==> config.mk <==
export PLATFORM = sky130hd
export DESIGN_NAME = io_bitbang_ctrl
export DESIGN_NICKNAME = d
export VERILOG_FILES = /design/src/rtl/io_bitbang_ctrl.sv
export SDC_FILE = /design/constraint.sdc
export NUM_CORES = 1
export LEC_CHECK = 0
export ABC_AREA = 0
export BUFFER_PORTS_ARGS = -buffer_cell sky130_fd_sc_hd__buf_2
export CAP_MARGIN = 25
export CORE_ASPECT_RATIO = 1.2
export CORE_MARGIN = 1.5
export CORE_UTILIZATION = 45
export CTS_BUF_LIST = sky130_fd_sc_hd__clkbuf_16
export CTS_CLUSTER_DIAMETER = 100
export CTS_CLUSTER_SIZE = 8
export DETAILED_ROUTE_END_ITERATION = 7
export PLACE_DENSITY = 0.68
export SYNTH_ARGS = -nofsm -noshare
export SYNTH_HDL_FRONTEND = slang
export SYNTH_SLANG_ARGS = --single-unit
export TNS_END_PERCENT = 10
==> constraint.sdc <==
create_clock -name in_clk -period 4.5 [get_ports in_clk]
set_input_delay 0.9 -clock in_clk [delete_from_list [all_inputs] [get_ports in_clk]]
set_output_delay 0.9 -clock in_clk [all_outputs]
set_load 0.1 [all_outputs]
==> src/rtl/io_bitbang_ctrl.sv <==
// io_bitbang_ctrl: byte-command GPIO controller (direction/outval load, toggle, pin readback).
// Define IO_BITBANG_CTRL_SYNC_EN to pass in_io_inputval through a 2-flop synchronizer.
module io_bitbang_ctrl #(
  parameter int IO_NUM_OF = 10
) (
  input  logic                 in_clk,
  input  logic                 in_rst,
  input  logic [7:0]           in_cmd_data,
  input  logic                 in_cmd_valid,
  output logic                 out_cmd_ready,
  output logic [7:0]           out_rsp_data,
  output logic                 out_rsp_valid,
  input  logic                 in_rsp_ready,
  output logic [IO_NUM_OF-1:0] out_io_direction,
  output logic [IO_NUM_OF-1:0] out_io_outval,
  input  logic [IO_NUM_OF-1:0] in_io_inputval,
  output logic                 out_err
);
  localparam int NB = (IO_NUM_OF + 7) / 8;
  localparam int W = NB * 8;
  typedef enum logic [1:0] {IDLE, ARG, RSP} state_t;
  state_t state, state_next;
  logic [2:0] op;
  logic [1:0] cnt;
  logic [W-1:0] shreg, snap, arg_full;
  logic [IO_NUM_OF-1:0] pins, arg_val;
  logic acc, rsp_hs, last;
`ifdef IO_BITBANG_CTRL_SYNC_EN
  logic [IO_NUM_OF-1:0] sync1, sync2;
  always_ff @(posedge in_clk or posedge in_rst)
    if (in_rst) {sync2, sync1} <= '0;
    else {sync2, sync1} <= {sync1, in_io_inputval};
  assign pins = sync2;
`else
  assign pins = in_io_inputval;
`endif
  assign out_cmd_ready = state != RSP;
  assign out_rsp_valid = state == RSP;
  assign out_rsp_data = snap[7:0];
  assign acc = in_cmd_valid && out_cmd_ready;
  assign rsp_hs = out_rsp_valid && in_rsp_ready;
  assign last = cnt == 2'(NB - 1);
  // Argument bytes land at their little-endian slot; the full word is only applied on the last byte.
  assign arg_full = shreg | (W'(in_cmd_data) << {cnt, 3'b000});
  assign arg_val = arg_full[IO_NUM_OF-1:0];
  always_comb begin
    state_next = state;
    case (state)
      IDLE: if (acc) state_next = (in_cmd_data == 8'h03) ? RSP :
                                  (in_cmd_data inside {8'h01, 8'h02, 8'h04}) ? ARG : IDLE;
      ARG: if (acc && last) state_next = IDLE;
      RSP: if (rsp_hs && last) state_next = IDLE;
      default: state_next = IDLE;
    endcase
  end
  always_ff @(posedge in_clk or posedge in_rst) begin
    if (in_rst) begin
      state <= IDLE;
      op <= '0;
      cnt <= '0;
      shreg <= '0;
      snap <= '0;
      out_io_direction <= '0;
      out_io_outval <= '0;
      out_err <= 1'b0;
    end else begin
      state <= state_next;
      if (state == IDLE && acc) begin
        op <= in_cmd_data[2:0];
        cnt <= '0;
        shreg <= '0;
        if (in_cmd_data == 8'h00) out_err <= 1'b0;
        else if (in_cmd_data > 8'h04) out_err <= 1'b1;
        if (in_cmd_data == 8'h03) snap <= W'(pins);
      end
      if (state == ARG && acc) begin
        cnt <= cnt + 2'd1;
        shreg <= arg_full;
        if (last) begin
          if (op == 3'd1) out_io_direction <= arg_val;
          out_io_outval <= (op == 3'd2) ? arg_val : (op == 3'd4) ? out_io_outval ^ arg_val : out_io_outval;
        end
      end
      if (state == RSP && rsp_hs) begin
        snap <= snap >> 8;
        cnt <= cnt + 2'd1;
      end
    end
  end
endmodule

After elaboration in Yosys (flattened, before gate mapping)
Cells that the tools add are included.
{"block": "word_totals", "register_bits": 60, "latchBits": 0, "mem_bits_rw": 0, "romBits": 0, "n_memories": 0}
{"block": "op_classes", "add_sub_neg": 1, "mul": 0, "n_div": 0, "magnitude_cmp": 1, "eq_ne": 14, "n_shift": 1, "mux": 18, "bitwise_logic": 2, "reduce_logical": 21}
{"op": "2-to-1 mux 16 bit", "count": 5}
{"op": "2-to-1 mux 10 bit", "count": 2}
{"op": "equality test 8 x 2 -> 1 bit (second input constant)", "count": 2}
{"op": "OR 16 bit", "count": 1}
{"op": "<< shifter 8 x 5 -> 16 bit", "count": 1}
{"op": "2-to-1 mux 2 bit", "count": 7}
{"op": "nonzero test 2 bit", "count": 5}
{"op": "XOR 10 bit", "count": 1}
{"op": "AND reduction 3 bit", "count": 3}
{"op": "equality test 8 x 1 -> 1 bit (second input constant)", "count": 1}
{"op": "equality test 8 x 3 -> 1 bit (second input constant)", "count": 1}
{"op": "> comparator 8 x 3 -> 1 bit (second input constant)", "count": 1}
{"op": "logical NOT 8 bit", "count": 1}
{"op": "logical AND 1 bit", "count": 7}
{"op": "!= test 2 bit (second input constant)", "count": 3}
{"op": "case mux 2 bit (3 select lines)", "count": 1}
{"op": "nonzero test 3 bit", "count": 2}
{"op": "equality test 2 x 1 -> 1 bit (second input constant)", "count": 2}
{"op": "AND reduction 2 bit", "count": 2}
{"op": "equality test 3 x 1 -> 1 bit (second input constant)", "count": 1}
{"op": "equality test 3 x 2 -> 1 bit (second input constant)", "count": 1}
{"op": "equality test 3 bit (second input constant)", "count": 1}
{"op": "2-to-1 mux 1 bit", "count": 3}
{"op": "adder 2 x 1 -> 2 bit (second input constant)", "count": 1}
{"op": "3 further kinds", "count": 3}

Longest topological paths before layout
{"block": "depth", "word_depth": 6, "depth_mapped": 7, "ltp_nobuf": 6}

Worst setup path before layout
Ideal clock, no wire load.
{"block": "synth_path", "path_kind": "reg-to-output", "startpoint": "register state[0]", "endpoint": "output port out_cmd_ready", "arrival_ns": 2.914, "required_time_ns": 3.600, "path_slack_ns": 0.686, "stages_incl_launch_ff": 4, "path_buffers": 1, "path_cell_list": "dfrtp_1 -> buf_2 -> nor2b_1 -> inv_1"}
{"block": "synth_via", "elab_chain_cells": 1}
{"element": "start, declared", "line": "22", "rtl": "state_t state, state_next;"}
{"element": "start signal, assigned", "line": "67", "rtl": "state <= state_next;"}
{"element": "!= test 2 bit", "line": "37", "rtl": "assign out_cmd_ready = state != RSP;"}
{"element": "end, declared", "line": "10", "rtl": "output logic out_cmd_ready,"}
Every way passes these cells.

Final worst setup path
{"block": "layout_path", "startpoint": "input port in_cmd_data[7]", "endpoint": "register snap[1]"}
{"block": "layout_via", "elab_chain_cells": 3}
{"element": "start, declared", "line": "8", "rtl": "input logic [7:0] in_cmd_data,"}
{"element": "equality test 8 x 2 -> 1 bit", "line": "74", "rtl": "if (in_cmd_data == 8'h03) snap <= W'(pins);"}
{"element": "nonzero test 2 bit (no source line)"}
{"element": "AND reduction 2 bit (no source line)"}
{"element": "end signal, assigned", "line": "74"}
{"element": "end signal, assigned", "line": "85", "rtl": "snap <= snap >> 8;"}
{"element": "end, declared", "line": "25", "rtl": "logic [W-1:0] shreg, snap, arg_full;"}
Every way passes these cells.
A chain may end at the register's enable or synchronous reset.

==> impl_metrics.json <==
{
  "ios": 53,
  "fin_skew_ns": 0.001718,
  "ys_ff_latch": 48,
  "fin_nets": 311,
  "syn_nets": 274,
  "die_h_um": 82.35,
  "worstReg2RegStart": "state[1]",
  "synth_area_leaders": "dfrtp_1 51%, a21oi_1 7.0%, nand2_1 7.0%",
  "antenna_left": 0,
  "worst_slew_pin_slew_ns": 0.7719,
  "fmaxAchievable_mhz": 395.4,
  "drive_above_1_share_pct": 22.84,
  "critPathMaxStageDelay_ns": 0.73,
  "cp-end-kind": "flip-flop",
  "synth_common_cells": "48 x dfrtp_1, 44 x nand2_1, 33 x a21oi_1",
  "power_mw": 1.282,
  "grt_overflow": 0,
  "yosysTopAreaCellShare_pct": 50.87,
  "track_usage_pct": 19.46,
  "yosysTopAreaCell": "dfrtp_1",
  "hold_path_end": "out_io_direction[8]",
  "synthesis.area_mm2": 0.002361,
  "antenna_cells": 0,
  "cts.clk_slew.worst_paths_ns": 0.06,
  "cts_made_buffers": 5,
  "hold_viol_final": 0,
  "cts_root_buf": "clkbuf_16",
  "drv_slew": 0,
  "area_delta_synth_final_pct": 15.10,
  "critPathKind": "input port to flip-flop",
  "globalplace.congestion": 0.7886,
  "critPathSlowestCell": "and4bb_1",
  "cp.required_ns": 4.65,
  "yosys_warnings": 0,
  "reg2reg_setup_slack_ns": 2.40,
  "clock_latency_ns": 0.28,
  "seq_area_frac_synth_pct": 50.87,
  "synth-main-ff-cell": "dfrtp_1",
  "grt_max_degree": 49,
  "drcViolationCount": 0,
  "drtPass1Iterations": 4,
  "dieArea_mm2": 0.005692,
  "start_util_pct": 47.13,
  "rsz0062_at_grt": "no",
  "die_w_um": 69.12,
  "ys_types": 42,
  "irDropWorstVdd_v": 0.0002342,
  "path_max_fanout": 19,
  "tns_ns": 0,
  "grt_pass1_vias": 1760,
  "cts_sinks": 48,
  "r2r-end": "out_io_direction[5]",
  "dp.cells": 340,
  "holdWs_ns": 0.4766,
  "fin_ws_ns": 1.971,
  "cts_tree": "built",
  "ctsHoldBuffers": 0,
  "max_slew_margin_pct": 48.44,
  "holdPathStages": 2,
  "crit_arrival_ns": 2.68,
  "routedWlPerCell_um": 14.67,
  "leakage_nw": 1.383,
  "period_needed_ns": 2.529,
  "fin_crit_sh_pct": 56.21,
  "htree_levels": 2,
  "dr_total_vias": 1941,
  "synth.avg_cell_area_um2": 9.406,
  "cts_setup_buffers": 0,
  "grt_antenna_before_repair": 0,
  "pwr_density_cell_mw_per_mm2": 471.8,
  "core.rowCount": 28,
  "synth_cells": 251,
  "pre_cts_ws_ns": 1.651,
  "hpwl_um": 3539,
  "min_from": "out_io_direction[8]",
  "io_buffers": 52,
  "reg2regPathDepth": 4,
  "crit_chain": "buf_2 -> or4_1 -> and4bb_1 -> mux2i_1 -> a21oi_1",
  "via_per_inst": 5.562,
  "grt_pass1_wl_um": 8763,
  "worst_setup_path_start_kind": "input port",
  "synth_most_common_cell": "dfrtp_1",
  "drt_iter0_markers": 104,
  "clockBufferDepth": 2,
  "synth_edf_count": 0,
  "async_reset_ff_share_pct": 100.0,
  "cts_resized": 0,
  "hold_path.class": "flip-flop to flip-flop",
  "drv_cap": 0,
  "coreArea_mm2": 0.005010,
  "setup-violations-final": 0,
  "wirelength_um": 5120,
  "final_cells": 349,
  "status": "completed"
}
[routing by layer]
layer | global-route usage (%) | vias up | routed length (um)
li1 | - | 962 | -
met1 | 25.41 | 915 | 2302
met2 | 32.12 | 57 | 2514
met3 | 4.976 | 7 | 243
met4 | 6.275 | 0 | 59
met5 | 0 | - | 0
[area by class of cell]
cell class / count / area (um2)
clock buffer: 5 / 125.1
clock inverter: 3 / 11.26
fill: 478 / 2292
inverter: 4 / 15.01
multi-input combinational: 176 / 1010
sequential: 48 / 1201
tap: 60 / 75.07
timing repair buffer: 53 / 280.3
[state kept, by name, summed over array words and instances, names as in the netlist]
signal,flops
out_err,1
cnt,2
out_io_direction,10
shreg,10
snap,10
op,3
state,2
out_io_outval,10
[cells by family after synthesis]
group / count (synthesis) / synth area share (%)
and+or+nand+nor: 88 / 19.08
AOI/OAI and AO/OA: 81 / 20.51
DFF: 48 / 50.87
buffers and inverters: 27 / 6.359
muxes: 5 / 2.279
xor gates and xnor gates: 1 / 0.3710
adders and majority gates: 1 / 0.5299
[worst max-delay path by stage]
stage | end | start | cells past startpoint
6_report | snap[1] | in_cmd_data[7] | 5
5_1_grt | snap[1] | in_cmd_data[7] | 5
4_1_cts | snap[1] | in_cmd_data[7] | 5
3_5_place_dp | snap[1] | in_cmd_data[7] | 5
3_3_place_gp | snap[1] | in_cmd_data[7] | 5
2_1_floorplan | out_cmd_ready | state[0] | 3
[power by group]
part	switching (mW)	internal, mW	leakage [nW]
Sequential	0.0373	0.476	0.653
Clock	0.147	0.200	0.0738
Combinational	0.307	0.115	0.657
[critical path, delay by kind of cell]
family | cells | cell delay [ns]
AND/OR/NAND/NOR | 2 | 1.31
AO/OA/AOI/OAI | 1 | 0.09
buffers and inverters | 1 | 0.10
multiplexers | 1 | 0.27
[stage by stage]
step,utilization [%],cell area [um2]
after global routing,54.25,2718
after floorplan,-,2361
after detailed placement,51.12,2561
after global placement,51.12,2561
final,54.25,2718
after CTS,53.85,2698
[cells in the final DEF (no fill, tap or decap), drive strengths merged]
cell type	netlist	final
a211oi	1	1
a21o	1	1
a21oi	33	33
a31o	1	1
a31oi	11	11
and3	2	2
and3b	4	4
and4bb	1	1
buf	14	53
clkbuf	9	5
clkinv	0	1
dfrtp	48	48
ha	1	1
inv	4	6
mux2	3	3
mux2i	2	2
nand2	44	44
nand2b	1	1
nand3	1	1
nand3b	1	1
nand4	1	1
nand4b	8	8
nor2	12	12
nor2b	3	3
nor3	4	4
nor3b	2	2
o2111ai	1	1
o211a	7	7
o21a	1	1
o21ai	20	20
o21bai	2	2
o22ai	1	1
o311ai	1	1
o32a	1	1
or2	2	2
or3	1	1
or4	1	1
xor2	1	1
No activity file was read; power rests on OpenSTA's default activity.
